**src/rtl/button_debouncer.sv**
```systemverilog
// ---------------------------------------------------------------------------
// button_debouncer
//
// Turns one raw, bouncing pushbutton pin into clean, clock-aligned events.
// The pin is brought into the clock domain by a two-flop synchroniser and
// then passed through a four-state debounce FSM. A level change is accepted
// only after the synchronised input has held its new value for
// DEBOUNCE_CYCLES clocks. Accepted changes produce single-cycle press and
// release strobes. A hold timer produces a long-press strobe, and a 5-bit
// counter tallies short presses so it can drive a 5-LED display directly.
//
// Parameters
//   DEBOUNCE_CYCLES  stable cycles needed before a change is accepted (>= 2)
//   LONG_CYCLES      accepted-pressed cycles before BTN_LONG fires (>= 1)
//   ACTIVE_LOW       1: the pin reads 0 when pressed; 0: it reads 1 when pressed
//
// Ports
//   CLK_IN       in   system clock; all state updates on its rising edge
//   RST_IN       in   asynchronous, active-high reset
//   BTN_IN       in   raw pushbutton pin, asynchronous to CLK_IN
//   BTN_LEVEL    out  debounced state, 1 = pressed
//   BTN_PRESS    out  one-cycle strobe on an accepted press
//   BTN_RELEASE  out  one-cycle strobe on an accepted release
//   BTN_LONG     out  one-cycle strobe, at most once per press
//   PRESS_COUNT  out  accepted short presses, modulo 32
// ---------------------------------------------------------------------------
module button_debouncer #(
    parameter int DEBOUNCE_CYCLES = 120000,
    parameter int LONG_CYCLES     = 12000000,
    parameter bit ACTIVE_LOW      = 1'b1
) (
    input  logic       CLK_IN,
    input  logic       RST_IN,
    input  logic       BTN_IN,
    output logic       BTN_LEVEL,
    output logic       BTN_PRESS,
    output logic       BTN_RELEASE,
    output logic       BTN_LONG,
    output logic [4:0] PRESS_COUNT
);

    // Counter widths. Each counter only has to reach (parameter - 1), so
    // $clog2 of the parameter is enough; the guard keeps the width at least
    // one bit when a parameter is small enough to make $clog2 return 0.
    localparam int DEB_W  = (DEBOUNCE_CYCLES > 2) ? $clog2(DEBOUNCE_CYCLES) : 1;
    localparam int HOLD_W = (LONG_CYCLES > 2) ? $clog2(LONG_CYCLES) : 1;

    localparam logic [DEB_W-1:0]  DEB_LAST  = DEB_W'(DEBOUNCE_CYCLES - 1);
    localparam logic [HOLD_W-1:0] HOLD_LAST = HOLD_W'(LONG_CYCLES - 1);
    localparam logic [DEB_W-1:0]  DEB_ONE   = DEB_W'(1);
    localparam logic [HOLD_W-1:0] HOLD_ONE  = HOLD_W'(1);

    // Debounce FSM encoding.
    localparam logic [1:0] ST_RELEASED     = 2'd0;
    localparam logic [1:0] ST_PEND_PRESS   = 2'd1;
    localparam logic [1:0] ST_PRESSED      = 2'd2;
    localparam logic [1:0] ST_PEND_RELEASE = 2'd3;

    // Synchroniser flops. They reset to the pin's idle level so that reset
    // release never looks like a press.
    logic sync_a;
    logic sync_b;
    logic s;

    // Registered state and its next-state values.
    logic [1:0]        state;
    logic [1:0]        state_next;
    logic [DEB_W-1:0]  deb_cnt;
    logic [DEB_W-1:0]  deb_next;
    logic [HOLD_W-1:0] hold_cnt;
    logic [HOLD_W-1:0] hold_next;
    logic [HOLD_W-1:0] hold_sat;
    logic              fired;
    logic              fired_next;
    logic              level;
    logic              level_next;
    logic              press;
    logic              press_next;
    logic              release_q;
    logic              release_next;
    logic              long_q;
    logic              long_next;
    logic [4:0]        count;
    logic [4:0]        count_next;
    logic              holding;
    logic              releasing;

    // Two-flop synchroniser. The raw pin is asynchronous, so it only ever
    // reaches the FSM through these two flops.
    always_ff @(posedge CLK_IN or posedge RST_IN) begin
        if (RST_IN) begin
            sync_a <= ACTIVE_LOW;
            sync_b <= ACTIVE_LOW;
        end else begin
            sync_a <= BTN_IN;
            sync_b <= sync_a;
        end
    end

    // Normalise the polarity so that s = 1 always means "pressed".
    assign s = sync_b ^ ACTIVE_LOW;

    // The hold timer runs while the button is accepted as pressed, which
    // includes a pending release, so a short bounce during a hold does not
    // restart the long-press timing. It saturates at its last value.
    assign holding   = (state == ST_PRESSED) || (state == ST_PEND_RELEASE);
    assign releasing = (state == ST_PEND_RELEASE) && !s && (deb_cnt == DEB_LAST);
    assign hold_sat  = (hold_cnt == HOLD_LAST) ? hold_cnt : (hold_cnt + HOLD_ONE);

    // Next-state logic for the debounce FSM, the hold timer, the strobes and
    // the press counter. Every output is registered, so each strobe below
    // becomes visible for exactly the one cycle after the accepting edge.
    always_comb begin
        state_next   = state;
        deb_next     = deb_cnt;
        hold_next    = hold_cnt;
        fired_next   = fired;
        level_next   = level;
        press_next   = 1'b0;
        release_next = 1'b0;
        long_next    = 1'b0;
        count_next   = count;

        case (state)
            ST_RELEASED: begin
                if (s) begin
                    state_next = ST_PEND_PRESS;
                    deb_next   = '0;
                end
            end

            ST_PEND_PRESS: begin
                if (!s) begin
                    state_next = ST_RELEASED;
                end else if (deb_cnt == DEB_LAST) begin
                    state_next = ST_PRESSED;
                    level_next = 1'b1;
                    press_next = 1'b1;
                    hold_next  = '0;
                    fired_next = 1'b0;
                end else begin
                    deb_next = deb_cnt + DEB_ONE;
                end
            end

            ST_PRESSED: begin
                if (!s) begin
                    state_next = ST_PEND_RELEASE;
                    deb_next   = '0;
                end
            end

            ST_PEND_RELEASE: begin
                if (s) begin
                    state_next = ST_PRESSED;
                end else if (deb_cnt != DEB_LAST) begin
                    deb_next = deb_cnt + DEB_ONE;
                end
            end

            default: begin
                state_next = ST_RELEASED;
            end
        endcase

        // Hold timer and long-press strobe. The strobe is raised on the edge
        // where the timer reaches its last value. An accepted release on the
        // same edge takes precedence, so LONG and RELEASE can never coincide.
        if (holding && !releasing) begin
            hold_next = hold_sat;
            if ((hold_sat == HOLD_LAST) && !fired) begin
                long_next  = 1'b1;
                fired_next = 1'b1;
                count_next = '0;
            end
        end

        // Accepted release. Only a press that never became a long press is
        // counted; the counter wraps naturally from 31 to 0.
        if (releasing) begin
            state_next   = ST_RELEASED;
            level_next   = 1'b0;
            release_next = 1'b1;
            fired_next   = 1'b0;
            if (!fired) begin
                count_next = count + 5'd1;
            end
        end
    end

    // State registers. Reset clears everything immediately, including the
    // outputs, without waiting for a clock edge.
    always_ff @(posedge CLK_IN or posedge RST_IN) begin
        if (RST_IN) begin
            state     <= ST_RELEASED;
            deb_cnt   <= '0;
            hold_cnt  <= '0;
            fired     <= 1'b0;
            level     <= 1'b0;
            press     <= 1'b0;
            release_q <= 1'b0;
            long_q    <= 1'b0;
            count     <= '0;
        end else begin
            state     <= state_next;
            deb_cnt   <= deb_next;
            hold_cnt  <= hold_next;
            fired     <= fired_next;
            level     <= level_next;
            press     <= press_next;
            release_q <= release_next;
            long_q    <= long_next;
            count     <= count_next;
        end
    end

    assign BTN_LEVEL   = level;
    assign BTN_PRESS   = press;
    assign BTN_RELEASE = release_q;
    assign BTN_LONG    = long_q;
    assign PRESS_COUNT = count;

endmodule

```
**config.mk**
```make
export PLATFORM = sky130hd
export DESIGN_NAME = button_debouncer
export DESIGN_NICKNAME = d
export VERILOG_FILES = /design/src/rtl/button_debouncer.sv
export SDC_FILE = /design/constraint.sdc
export NUM_CORES = 1
export LEC_CHECK = 0
export ABC_AREA = 1
export CORE_ASPECT_RATIO = 1.5
export CORE_MARGIN = 3
export CORE_UTILIZATION = 62
export CTS_BUF_LIST = sky130_fd_sc_hd__clkbuf_4
export DETAILED_ROUTE_END_ITERATION = 8
export PLACE_DENSITY = 0.81
export SLEW_MARGIN = 20
export SYNTH_ARGS = -nofsm -noshare
export SYNTH_HDL_FRONTEND = slang
export SYNTH_SLANG_ARGS = --single-unit
```
**constraint.sdc**
```tcl
create_clock -name CLK_IN -period 2.65 [get_ports CLK_IN]
set_input_delay 0.3975 -clock CLK_IN [delete_from_list [all_inputs] [get_ports CLK_IN]]
set_output_delay 0.3975 -clock CLK_IN [all_outputs]
set_load 0.01 [all_outputs]
```
==> results.md, run 1 <==
* Routed vias at 3,404
* Tcrit/Tclk final at 91.7%
* Placeable Area at 5490 µm²
* Length of the first detailed-routing pass in iterations at 5
* Starting utilization of the core area at 64.1%
* Standard cell with the maximum stage delay on the critical path: sky130_fd_sc_hd__dfrtp_1
* Number of global-route vias before repair at 3,350
* Clock net sink count at 55
* Category of cells accounting for the largest share of critical-path delay: simple AND/OR/NAND/NOR gates
* Number of fillers in the final layout at 481
* Post-place setup slack at 0.240 ns
* Cell repeated most along the worst path: sky130_fd_sc_hd__nand2_2
* Leakage dissipation at 1.67 nW
* Origin of the worst setup path: hold_cnt[0]
* Die Footprint at 6640 µm²
* TritonCTS buffer count at 5
* DRC violation count after routing at 0
* Count of buffers from port buffering at 11
* Maximum number of pins on one net before global-route repair at 25
* Count of maximum capacitance violations at 0
* Antenna violations before repair at 0
* Register with the highest flop count: hold_cnt
* Average routed wire per standard cell at 15.2 µm
* Number of buffers on the longest clock path at 2
* Slew Limit Fails at 0
* Post-DRT Antenna Nets at 0
* First-pass GRT wire length at 15.1 mm
* Critical Path AT at 2.69 ns
* Chain of cells forming the critical path: ha_2, nand3_2, nor2_4, nand3_2, nand2_2, nand2_2, nor2_2, nand2_1, nor2_2, nand2_2, nand2_1, nand3_1
* Peak supply drop at 0.356 mV
* Largest registers: hold_cnt: 24 flops, deb_cnt: 17 flops, state: 2 flops
* Met3 wire len at 345 µm
* Unrepaired setup endpoints after global routing: false
* Run status: finished clean
* Count of nets after finishing at 534
* Chip height at 98.3 µm
* Buffers and inverters on the worst path at 0
* GR Util All Layers at 29.5%
* PnR Total Power at 1.49 mW
* Critical Path Max Stage Delay at 0.51 ns
* Net Count, Synth at 517
* Number of design-rule violations left by the first detailed-router iteration at 343
* Startpoint types: register
* H-tree depth at 2
* Top Ports at 12
* Top layer reached by signal wires: met4
* Tmin final at 2.43 ns
* Area added between synthesis and finish at 8.85%
* Placed Cells at 591
* Count of state elements after synthesis at 55
* Count of cell types in the netlist at 38
* Multi-input gate area at 1820 µm²
* Post-placement cell area at 3720 µm²
* Clock transition at the registers of the reported paths at 0.17 ns
* Gp weighted congestion at 0.961
* Top fanout value on the critical path at 11
* Row count at 33
* Clock skew after layout at 0.0195 ns
* Post-Route M1 WL at 3.43 mm
* Storage cell area at 1380 µm²
* Fin worst setup slack at 0.219 ns
* Required time at the worst-slack endpoint at 2.91 ns
* Source of the worst register-to-register timing path: hold_cnt[0]
* Final Core Density at 69.8%
* Aggregate global routing overflow at 0
* Slew headroom at 63.8%
* TritonCTS clock tree: yes
* Worst hold-check slack at 0.329 ns
* Vias per inst at 5.68
* Share of cells above drive strength 1 at 8.51%
* Post-Syn Area at 3520 µm²
* Sum of net half-perimeters after detailed placement at 6.95 mm
* Mean area per synthesized cell at 6.89 µm²
* Clock tree root buffer cell: sky130_fd_sc_hd__clkbuf_4
* Sum of negative setup slack at 0 ns
* Hold Crit Class: primary input to asynchronous set/reset pin
* Buffers inserted during post-CTS setup optimization at 0
* Gate count of the mapped netlist at 511
* Maximum clock rate at 411 MHz
* Number of hold violations in the final report at 0
* Tightest Pin Transition at 0.541 ns
* Floorplan die width at 67.5 µm
* Yosys Warn Count at 0
* Class of the most critical setup path: register to register
* Sort of element at the end of the critical path: register
* Area of all placed cells without fillers at 3830 µm²
* Max FFs per register at 24
* Wire length after detailed routing at 9.10 mm
* Final non-filler cell total at 599
* Final setup vio count at 0
* Total power per unit cell area at 388 nW/µm²
* Worst skew pair latency at 0.38 ns
* Fraction of the yosys area taken by sequential cells at 39.2%
* Number of diodes added for antenna fixing at 0
* Sum of met2 wire segment lengths after detailed routing at 4.85 mm
[worst reg2reg max path, cell delays in order, from the launching register on]
cell                      delay [ns]
sky130_fd_sc_hd__dfrtp_1        0.51
sky130_fd_sc_hd__ha_2           0.31
sky130_fd_sc_hd__nand3_2        0.15
sky130_fd_sc_hd__nor2_4         0.21
sky130_fd_sc_hd__nand3_2        0.25
sky130_fd_sc_hd__nand2_2        0.17
sky130_fd_sc_hd__nand2_2        0.06
sky130_fd_sc_hd__nor2_2         0.09
sky130_fd_sc_hd__nand2_1        0.12
sky130_fd_sc_hd__nor2_2         0.16
sky130_fd_sc_hd__nand2_2        0.11
sky130_fd_sc_hd__nand2_1        0.09
sky130_fd_sc_hd__nand3_1        0.08
[synthesized netlist by cell type]
library cell | instances | area (µm²)
sky130_fd_sc_hd__clkinv_1 | 2 | 7.51
sky130_fd_sc_hd__xor2_1 | 17 | 149
sky130_fd_sc_hd__nor4_1 | 2 | 12.5
sky130_fd_sc_hd__xor2_2 | 1 | 16.3
sky130_fd_sc_hd__o21ai_0 | 19 | 95.1
sky130_fd_sc_hd__nand3_2 | 4 | 40.0
sky130_fd_sc_hd__nand2_2 | 5 | 31.3
sky130_fd_sc_hd__nand2_1 | 140 | 526
sky130_fd_sc_hd__nand4_1 | 12 | 75.1
sky130_fd_sc_hd__a31oi_1 | 1 | 6.26
sky130_fd_sc_hd__o211ai_1 | 1 | 7.51
sky130_fd_sc_hd__clkbuf_1 | 1 | 3.75
sky130_fd_sc_hd__a21oi_1 | 11 | 55.1
sky130_fd_sc_hd__inv_2 | 6 | 22.5
sky130_fd_sc_hd__o21ai_1 | 3 | 15.0
sky130_fd_sc_hd__buf_6 | 1 | 11.3
sky130_fd_sc_hd__dfstp_2 | 2 | 52.6
sky130_fd_sc_hd__nand3b_1 | 1 | 7.51
sky130_fd_sc_hd__inv_1 | 69 | 259
sky130_fd_sc_hd__o21ai_2 | 1 | 8.76
sky130_fd_sc_hd__o22ai_1 | 16 | 100
sky130_fd_sc_hd__nand3_1 | 33 | 165
sky130_fd_sc_hd__dfrtp_1 | 53 | 1330
sky130_fd_sc_hd__nor2_4 | 2 | 22.5
sky130_fd_sc_hd__xnor2_1 | 1 | 8.76
sky130_fd_sc_hd__nor2_2 | 7 | 43.8
sky130_fd_sc_hd__buf_1 | 1 | 3.75
sky130_fd_sc_hd__and3_1 | 1 | 6.26
sky130_fd_sc_hd__a22oi_1 | 1 | 7.51
sky130_fd_sc_hd__ha_1 | 3 | 37.5
sky130_fd_sc_hd__o31ai_1 | 3 | 22.5
sky130_fd_sc_hd__o21bai_1 | 1 | 7.51
sky130_fd_sc_hd__nor3_1 | 10 | 50.1
sky130_fd_sc_hd__buf_2 | 4 | 20.0
sky130_fd_sc_hd__and2_1 | 1 | 6.26
sky130_fd_sc_hd__nor2_1 | 73 | 274
sky130_fd_sc_hd__o21a_1 | 1 | 7.51
sky130_fd_sc_hd__a21oi_2 | 1 | 8.76
[kinds of logic after synthesis]
kind of cell,synth area share (%)
adder cells (fa/ha/maj),1.07
buffers and inverters,9.31
AND/OR/NAND/NOR,35.8
XOR/XNOR,4.94
flip-flops,39.2
AO/OA/AOI/OAI,9.71
[layer usage]
layer / track usage [%] / vias to the layer above
li1: - / 1660
met1: 32.4 / 1589
met2: 53.1 / 122
met3: 3.11 / 33
met4: 15.9 / 0
met5: 0 / -
[placed cells by master (no fill, tap or decap), types with 2 or more instances in the layout]
master,n
sky130_fd_sc_hd__nand2_1,140
sky130_fd_sc_hd__nor2_1,73
sky130_fd_sc_hd__inv_1,68
sky130_fd_sc_hd__dfrtp_1,53
sky130_fd_sc_hd__nand3_1,33
sky130_fd_sc_hd__o21ai_0,19
sky130_fd_sc_hd__xor2_1,17
sky130_fd_sc_hd__o22ai_1,16
sky130_fd_sc_hd__nand4_1,12
sky130_fd_sc_hd__a21oi_1,11
sky130_fd_sc_hd__clkdlybuf4s50_1,11
sky130_fd_sc_hd__nor3_1,10
sky130_fd_sc_hd__inv_2,7
sky130_fd_sc_hd__nor2_2,7
sky130_fd_sc_hd__clkbuf_4,6
sky130_fd_sc_hd__buf_4,6
sky130_fd_sc_hd__nand2_2,5
sky130_fd_sc_hd__nand3_2,4
sky130_fd_sc_hd__o21ai_1,3
sky130_fd_sc_hd__o31ai_1,3
sky130_fd_sc_hd__clkinv_1,2
sky130_fd_sc_hd__nor4_1,2
sky130_fd_sc_hd__nor2_4,2
sky130_fd_sc_hd__ha_1,2
sky130_fd_sc_hd__bufinv_16,2
sky130_fd_sc_hd__dfstp_2,2
[final timing paths]
path / cells after the start / slack [ns] / to
setup / recovery: 12 / 0.22 / register
max in group asynchronous: 3 / 1.64 / sync_b
setup reg to reg: 12 / 0.22 / register
hold / removal: 2 / 0.33 / deb_cnt[2]
min in group CLK_IN: 0 / 0.37 / sync_b
hold reg to reg: 0 / 0.37 / sync_b
[timing repair]
item                       4_1_cts  5_1_grt
hold buffers                     0        0
setup endpoints to repair        0        3
resized for setup                0        1
[power breakdown]
part / leakage [nW] / internal [mW] / switching, mW
clock network: 0.0559 / 0.305 / 0.270
logic: 0.856 / 0.0151 / 0.0379
registers: 0.756 / 0.850 / 0.00955
[layout make-up]
class | instances | area share (%)
repair buffers | 17 | 4.05
well taps | 70 | 2.29
multi-input cells | 372 | 47.4
clock buffers | 6 | 1.18
flip-flops and latches | 55 | 36.0
inverters | 77 | 7.54
clock inverters | 2 | 1.57
No activity file was read; power rests on OpenSTA's default activity.
==> inputs of run 2 (changes only) <==
--- a/config.mk
+++ b/config.mk
@@ -6,12 +6,13 @@
 export NUM_CORES = 1
 export LEC_CHECK = 0
 export ABC_AREA = 1
+export CAP_MARGIN = 15
 export CORE_ASPECT_RATIO = 1.5
-export CORE_MARGIN = 3
 export CORE_UTILIZATION = 62
 export CTS_BUF_LIST = sky130_fd_sc_hd__clkbuf_4
 export DETAILED_ROUTE_END_ITERATION = 8
-export PLACE_DENSITY = 0.81
+export DONT_BUFFER_PORTS = 1
+export PLACE_DENSITY = 0.78
 export SLEW_MARGIN = 20
 export SYNTH_ARGS = -nofsm -noshare
 export SYNTH_HDL_FRONTEND = slang
==> run 2 against run 1 <==
Compared with the run above: global-route usage is 3.3 points higher; first-iteration DRC count is 22% lower; worst hold slack worse by 0.29 ns; final cell count is 1.8% lower; cell area is 4.2% lower; sequential share of layout area is 1.6 points higher; register-to-register slack better by 0.097 ns; clock skew is 0.0083 ns lower; clock-buffer cell count is 1 lower; highest routed layer unchanged.
==> results.md, run 2 (synthesized netlist as in run 1, its figures left out) <==
* Run status: finished clean
* Gp weighted congestion at 1.01
* Sw Ratio at 24.1%
* GR Util All Layers at 32.8%
* Part of the total power dissipated in the clock network at 28.4%
* Internal reg-to-reg setup slack at 0.32 ns
* Top fanout value on the critical path at 11
* Sum of net half-perimeters after detailed placement at 7.00 mm
* Reg2reg path depth at 12
* Clock skew after layout at 0.0112 ns
* Share of cells above drive strength 1 at 8.30%
* Tmin final at 2.33 ns
* Peak supply drop at 0.312 mV
* Sort of element at the end of the critical path: register
* Number of design-rule violations left by the first detailed-router iteration at 268
* Count of nets after finishing at 523
* Row count at 33
* DRC violation count after routing at 0
* Cts-stage hold buffer count at 1
* TritonCTS buffer count at 5
* Vias per inst at 5.63
* Max FFs per register at 24
* Maximum number of pins on one net before global-route repair at 40
* Post-DRT Antenna Nets at 0
* Net Switching at 0.306 mW
* Count of buffers from port buffering at 0
* Length of the first detailed-routing pass in iterations at 5
* Startpoint types: register
* Final setup vio count at 0
* Clock transition at the registers of the reported paths at 0.16 ns
* Area of all placed cells without fillers at 3670 µm²
* Hold Crit Class: primary input to asynchronous set/reset pin
* Post-placement cell area at 3610 µm²
* Class of the most critical setup path: register to register
* Commonest non-fill, non-tap cell in the layout: sky130_fd_sc_hd__nand2_1
* Slew headroom at 44.9%
* Number of hold violations in the final report at 0
* Relative contribution of combinational cells to total power at 3.9%
* Number of diodes added for antenna fixing at 0
* Total power per unit cell area at 346 nW/µm²
* Post-CTS resize count at 0
* Leakage dissipation at 1.61 nW
* Clock net sink count at 55
* Starting utilization of the core area at 64.6%
* First-pass GRT wire length at 15.1 mm
* Source of the worst register-to-register timing path: hold_cnt[0]
* TritonCTS clock tree: yes
* Sum of negative setup slack at 0 ns
* Top Ports at 12
* Area added between synthesis and finish at 4.23%
* Storage cell area at 1380 µm²
* Maximum clock rate at 429 MHz
* Required time at the worst-slack endpoint at 2.93 ns
* H-tree depth at 2
* Origin of the worst setup path: hold_cnt[0]
* Die Footprint at 5990 µm²
* Multi-input gate area at 1810 µm²
* Count of maximum capacitance violations at 0
* Chip height at 94.3 µm
* Number of fillers in the final layout at 505
* Average routed wire per standard cell at 15.4 µm
* Tightest Pin Transition at 0.825 ns
* Register with the highest flop count: hold_cnt
* Floorplan die width at 63.5 µm
* Routed vias at 3,309
* Most frequent cells in the layout: sky130_fd_sc_hd__nand2_1, sky130_fd_sc_hd__nor2_1, sky130_fd_sc_hd__inv_1
* Number of buffers on the longest clock path at 2
* Antenna violations before repair at 0
* Wire length after detailed routing at 9.04 mm
* Buffers inserted during post-CTS setup optimization at 0
* Sequential share of power at 67.6%
* Largest registers: hold_cnt: 24 flops, deb_cnt: 17 flops, state: 2 flops
* Slew Limit Fails at 0
* Internal Dissipation at 0.963 mW
* Critical Path AT at 2.61 ns
* Worst skew pair latency at 0.38 ns
* Tcrit/Tclk final at 88.1%
* Number of global-route vias before repair at 3,282
* Clock tree root buffer cell: sky130_fd_sc_hd__clkbuf_4
* Aggregate global routing overflow at 0
* Unrepaired setup endpoints after global routing: false
* Placeable Area at 5450 µm²
-- run 2: cell count changes in the layout (fill, tap and decap cells not counted) --
| cell | previous run | this run |
|---|---|---|
| sky130_fd_sc_hd__ha_1 | 2 | 3 |
| sky130_fd_sc_hd__clkinv_2 | 0 | 3 |
| sky130_fd_sc_hd__clkbuf_4 | 6 | 5 |
| sky130_fd_sc_hd__clkdlybuf4s50_1 | 11 | 0 |
| sky130_fd_sc_hd__bufinv_16 | 2 | 0 |
| sky130_fd_sc_hd__buf_4 | 6 | 5 |
| sky130_fd_sc_hd__ha_2 | 1 | 0 |
| sky130_fd_sc_hd__dlygate4sd3_1 | 0 | 1 |
-- run 2: per-layer routing --
| layer | global-route usage [%] | routed length [µm] |
|---|---|---|
| met5 | 0 | 0 |
| met4 | 16.5 | 414 |
| met3 | 4.25 | 349 |
| met2 | 60.9 | 4690 |
| met1 | 36.0 | 3580 |
-- run 2: layout make-up --
cell class | instances | area share (%)
clock buffers | 5 | 1.02
clock inverters | 3 | 0.409
well taps | 70 | 2.39
inverters | 77 | 7.88
repair buffers | 6 | 1.30
multi-input cells | 372 | 49.4
flip-flops and latches | 55 | 37.6
-- run 2: power groups by stage --
stage	Sequential, mW	Combinational (mW)	Clock (mW)
floorplan	0.872	0.0358	0
global placement	0.874	0.0480	0
detailed placement	0.874	0.0493	0
CTS	0.858	0.0509	0.367
global route	0.861	0.0593	0.405
finish	0.858	0.0500	0.361
-- run 2: worst min path at each step --
stage	from	to	slack, ns	cells after the start
detailed placement	sync_a	sync_b	0.35	0
global placement	sync_a	sync_b	0.35	0
global route	RST_IN	state[0]	0.08	1
CTS	RST_IN	state[0]	0.05	1
finish	RST_IN	state[0]	0.04	1
floorplan	sync_a	sync_b	0.35	0
-- run 2: stage by stage --
step / util (%) / power (mW) / std cells / setup slack, ns / hold slack [ns]
floorplan: - / 0.908 / 511 / 0.720 / 0.345
global placement: 66.2 / 0.922 / 579 / 0.437 / 0.351
detailed placement: 66.2 / 0.923 / 579 / 0.340 / 0.348
CTS: 67.3 / 1.28 / 588 / 0.328 / 0.0530
global route: 67.3 / 1.32 / 588 / 0.0946 / 0.0816
finish: 67.3 / 1.27 / 588 / 0.317 / 0.0411
-- run 2: critical path, cell delays in order, from the launching register on --
cell	delay, ns
sky130_fd_sc_hd__dfrtp_1	0.49
sky130_fd_sc_hd__ha_1	0.33
sky130_fd_sc_hd__nand3_2	0.18
sky130_fd_sc_hd__nor2_4	0.20
sky130_fd_sc_hd__nand3_2	0.22
sky130_fd_sc_hd__nand2_2	0.15
sky130_fd_sc_hd__nand2_2	0.06
sky130_fd_sc_hd__nor2_2	0.09
sky130_fd_sc_hd__nand2_1	0.11
sky130_fd_sc_hd__nor2_2	0.15
sky130_fd_sc_hd__nand2_2	0.10
sky130_fd_sc_hd__nand2_1	0.08
sky130_fd_sc_hd__nand3_1	0.06
==> inputs of run 3 (changes only) <==
--- a/config.mk
+++ b/config.mk
@@ -7,12 +7,15 @@
 export LEC_CHECK = 0
 export ABC_AREA = 1
 export CAP_MARGIN = 15
+export CELL_PAD_IN_SITES_DETAIL_PLACEMENT = 0
+export CELL_PAD_IN_SITES_GLOBAL_PLACEMENT = 1
 export CORE_ASPECT_RATIO = 1.5
-export CORE_UTILIZATION = 62
+export CORE_UTILIZATION = 48
 export CTS_BUF_LIST = sky130_fd_sc_hd__clkbuf_4
 export DETAILED_ROUTE_END_ITERATION = 8
 export DONT_BUFFER_PORTS = 1
-export PLACE_DENSITY = 0.78
+export PLACE_DENSITY_LB_ADDON = 0.1
+export SKIP_LAST_GASP = 1
 export SLEW_MARGIN = 20
 export SYNTH_ARGS = -nofsm -noshare
 export SYNTH_HDL_FRONTEND = slang
==> run 3 against run 2 <==
Compared with the run above: total power up 1.5%; core utilization down 14 points; wire length up 5.4%; clock skew up 0.017 ns; first-iteration DRC count down 30%; sequential power about the same; final cell count up 4.9%; sequential share of layout area down 0.56 points; worst hold slack better by 0.33 ns; die area up 28%; critical path depth unchanged.
==> results.md, run 3 (synthesized netlist as in run 1, its figures left out) <==
* Tcrit/Tclk final at 89.8%
* Count of buffers from port buffering at 0
* Post-place setup slack at 0.265 ns
* Clock net sink count at 55
* Leakage dissipation at 1.62 nW
* Worst skew pair latency at 0.39 ns
* Maximum clock rate at 420 MHz
* Number of buffers on the longest clock path at 2
* Aggregate global routing overflow at 0
* Share of cells above drive strength 1 at 8.46%
* Number of design-rule violations left by the first detailed-router iteration at 187
* Tmin final at 2.38 ns
* Critical Path Max Stage Delay at 0.51 ns
* Placeable Area at 6990 µm²
* DRC violation count after routing at 0
* Endpoint with the worst hold slack: sync_b
* Area added between synthesis and finish at 5.79%
* Critical Path AT at 2.67 ns
* Count of maximum capacitance violations at 0
* Class of the most critical setup path: register to register
* Internal reg-to-reg setup slack at 0.27 ns
* Average routed wire per standard cell at 15.4 µm
* Tightest Pin Transition at 0.382 ns
* Wire length after detailed routing at 9.53 mm
* Number of global-route vias before repair at 3,223
* Required time at the worst-slack endpoint at 2.94 ns
* Total power per unit cell area at 346 nW/µm²
* TritonCTS buffer count at 5
* Vias per inst at 5.34
* Largest registers: hold_cnt: 24 flops, deb_cnt: 17 flops, state: 2 flops
* H-tree depth at 2
* Sort of element at the end of the critical path: register
* Gp weighted congestion at 0.893
* Max FFs per register at 24
* Maximum number of pins on one net before global-route repair at 25
* TritonCTS clock tree: yes
* Source of the worst register-to-register timing path: hold_cnt[0]
* Startpoint types: register
* Commonest non-fill, non-tap cell in the layout: sky130_fd_sc_hd__nand2_1
* Top Ports at 12
* Most frequent cells in the layout: sky130_fd_sc_hd__nand2_1, sky130_fd_sc_hd__nor2_1, sky130_fd_sc_hd__inv_1
* Clock transition at the registers of the reported paths at 0.16 ns
* Clock tree root buffer cell: sky130_fd_sc_hd__clkbuf_4
* Clock skew after layout at 0.0283 ns
* Chain of cells forming the critical path: ha_2, nand3_2, nor2_4, nand3_2, nand2_1, inv_1, nor2_1, nand3_1, nor2_2, nand2_2, nand2_1, nand3_1
* Row count at 37
* Number of hold violations in the final report at 0
* First-pass GRT wire length at 15.4 mm
* Peak supply drop at 0.322 mV
* Fin worst setup slack at 0.269 ns
* Slew headroom at 74.4%
* Length of the first detailed-routing pass in iterations at 4
* Worst min-delay path startpoint: sync_a
* Post-DRT Antenna Nets at 0
* Top fanout value on the critical path at 11
* Final setup vio count at 0
* Floorplan die width at 71.9 µm
* Worst hold path depth at 0
* Buffers inserted during post-CTS setup optimization at 0
* Worst hold-check slack at 0.369 ns
* Standard cell with the maximum stage delay on the critical path: sky130_fd_sc_hd__dfrtp_1
* GR Util All Layers at 26.6%
* Starting utilization of the core area at 50.3%
* Reg2reg path depth at 12
* PnR Total Power at 1.29 mW
* Number of diodes added for antenna fixing at 0
* Die Footprint at 7690 µm²
* Chip height at 107 µm
* Antenna violations before repair at 0
* Hold Crit Class: register to register
* Unrepaired setup endpoints after global routing: false
* Slew Limit Fails at 0
* Register with the highest flop count: hold_cnt
* Sum of net half-perimeters after detailed placement at 7.45 mm
* Routed vias at 3,295
* Count of nets after finishing at 525
* Sum of negative setup slack at 0 ns
* Run status: finished clean
-- run 3: changes by cell type in the layout (fill, tap and decap cells not counted) --
cell                            change
sky130_fd_sc_hd__clkinv_2           -2
sky130_fd_sc_hd__clkbuf_4           +1
sky130_fd_sc_hd__buf_4              +1
sky130_fd_sc_hd__ha_2               +1
sky130_fd_sc_hd__ha_1               -1
sky130_fd_sc_hd__clkinv_1           +1
sky130_fd_sc_hd__dlygate4sd3_1      +1
-- run 3: how the worst max path moves through the flow --
stage          endpoint  slack, ns  cells after the start   startpoint
2_1_floorplan  register       0.72                     13  hold_cnt[0]
3_3_place_gp   register       0.32                     12  hold_cnt[0]
3_5_place_dp   register       0.26                     12  hold_cnt[0]
4_1_cts        register       0.24                     12  hold_cnt[0]
5_1_grt        register       0.03                     12  hold_cnt[0]
6_report       register       0.27                     12  hold_cnt[0]
-- run 3: per-stage QoR --
step | util [%] | area (µm²) | cells
2_1_floorplan | - | 3520 | 511
4_1_cts | 53.2 | 3720 | 617
3_3_place_gp | 52.2 | 3650 | 607
5_1_grt | 53.3 | 3720 | 617
3_5_place_dp | 52.2 | 3650 | 607
6_report | 53.3 | 3720 | 617
-- run 3: cell type report --
class                           count  area (µm²)
Fill cell                         705        3270
Multi-Input combinational cell    372        1820
Sequential cell                    55        1380
Inverter                           77         289
Tap cell                           97         121
Timing Repair Buffer                8        65.1
Clock buffer                        6        45.0
Clock inverter                      2        8.76
-- run 3: power by group --
group	total (mW)	leakage, nW	internal [mW]	switching [mW]
sequential	0.858	0.756	0.850	0.00832
clock	0.378	0.0331	0.111	0.267
combinational	0.0519	0.827	0.0140	0.0379
total	1.29	1.62	0.975	0.313
-- run 3: timing repair --
action,CTS,global route
hold endpoints to repair,14,0
hold buffers,2,0
resized for setup,0,1
setup endpoints to repair,0,5
-- run 3: worst max-delay path, delay by kind of cell (launching register included) --
family | cells | cell delay (ns)
buffers and inverters | 1 | 0.08
and+or+nand+nor | 10 | 1.40
adders and majority gates | 1 | 0.30
DFF | 1 | 0.51
-- run 3: layer usage --
metal  GRT usage [%]  vias to the layer above  part of all wire [%]
met5               0                        -                     0
met4            18.3                        0                   6.8
met3            3.29                       34                   2.9
met2            48.5                       79                    53
met1            27.9                     1538                    38
li1                -                     1644                     -
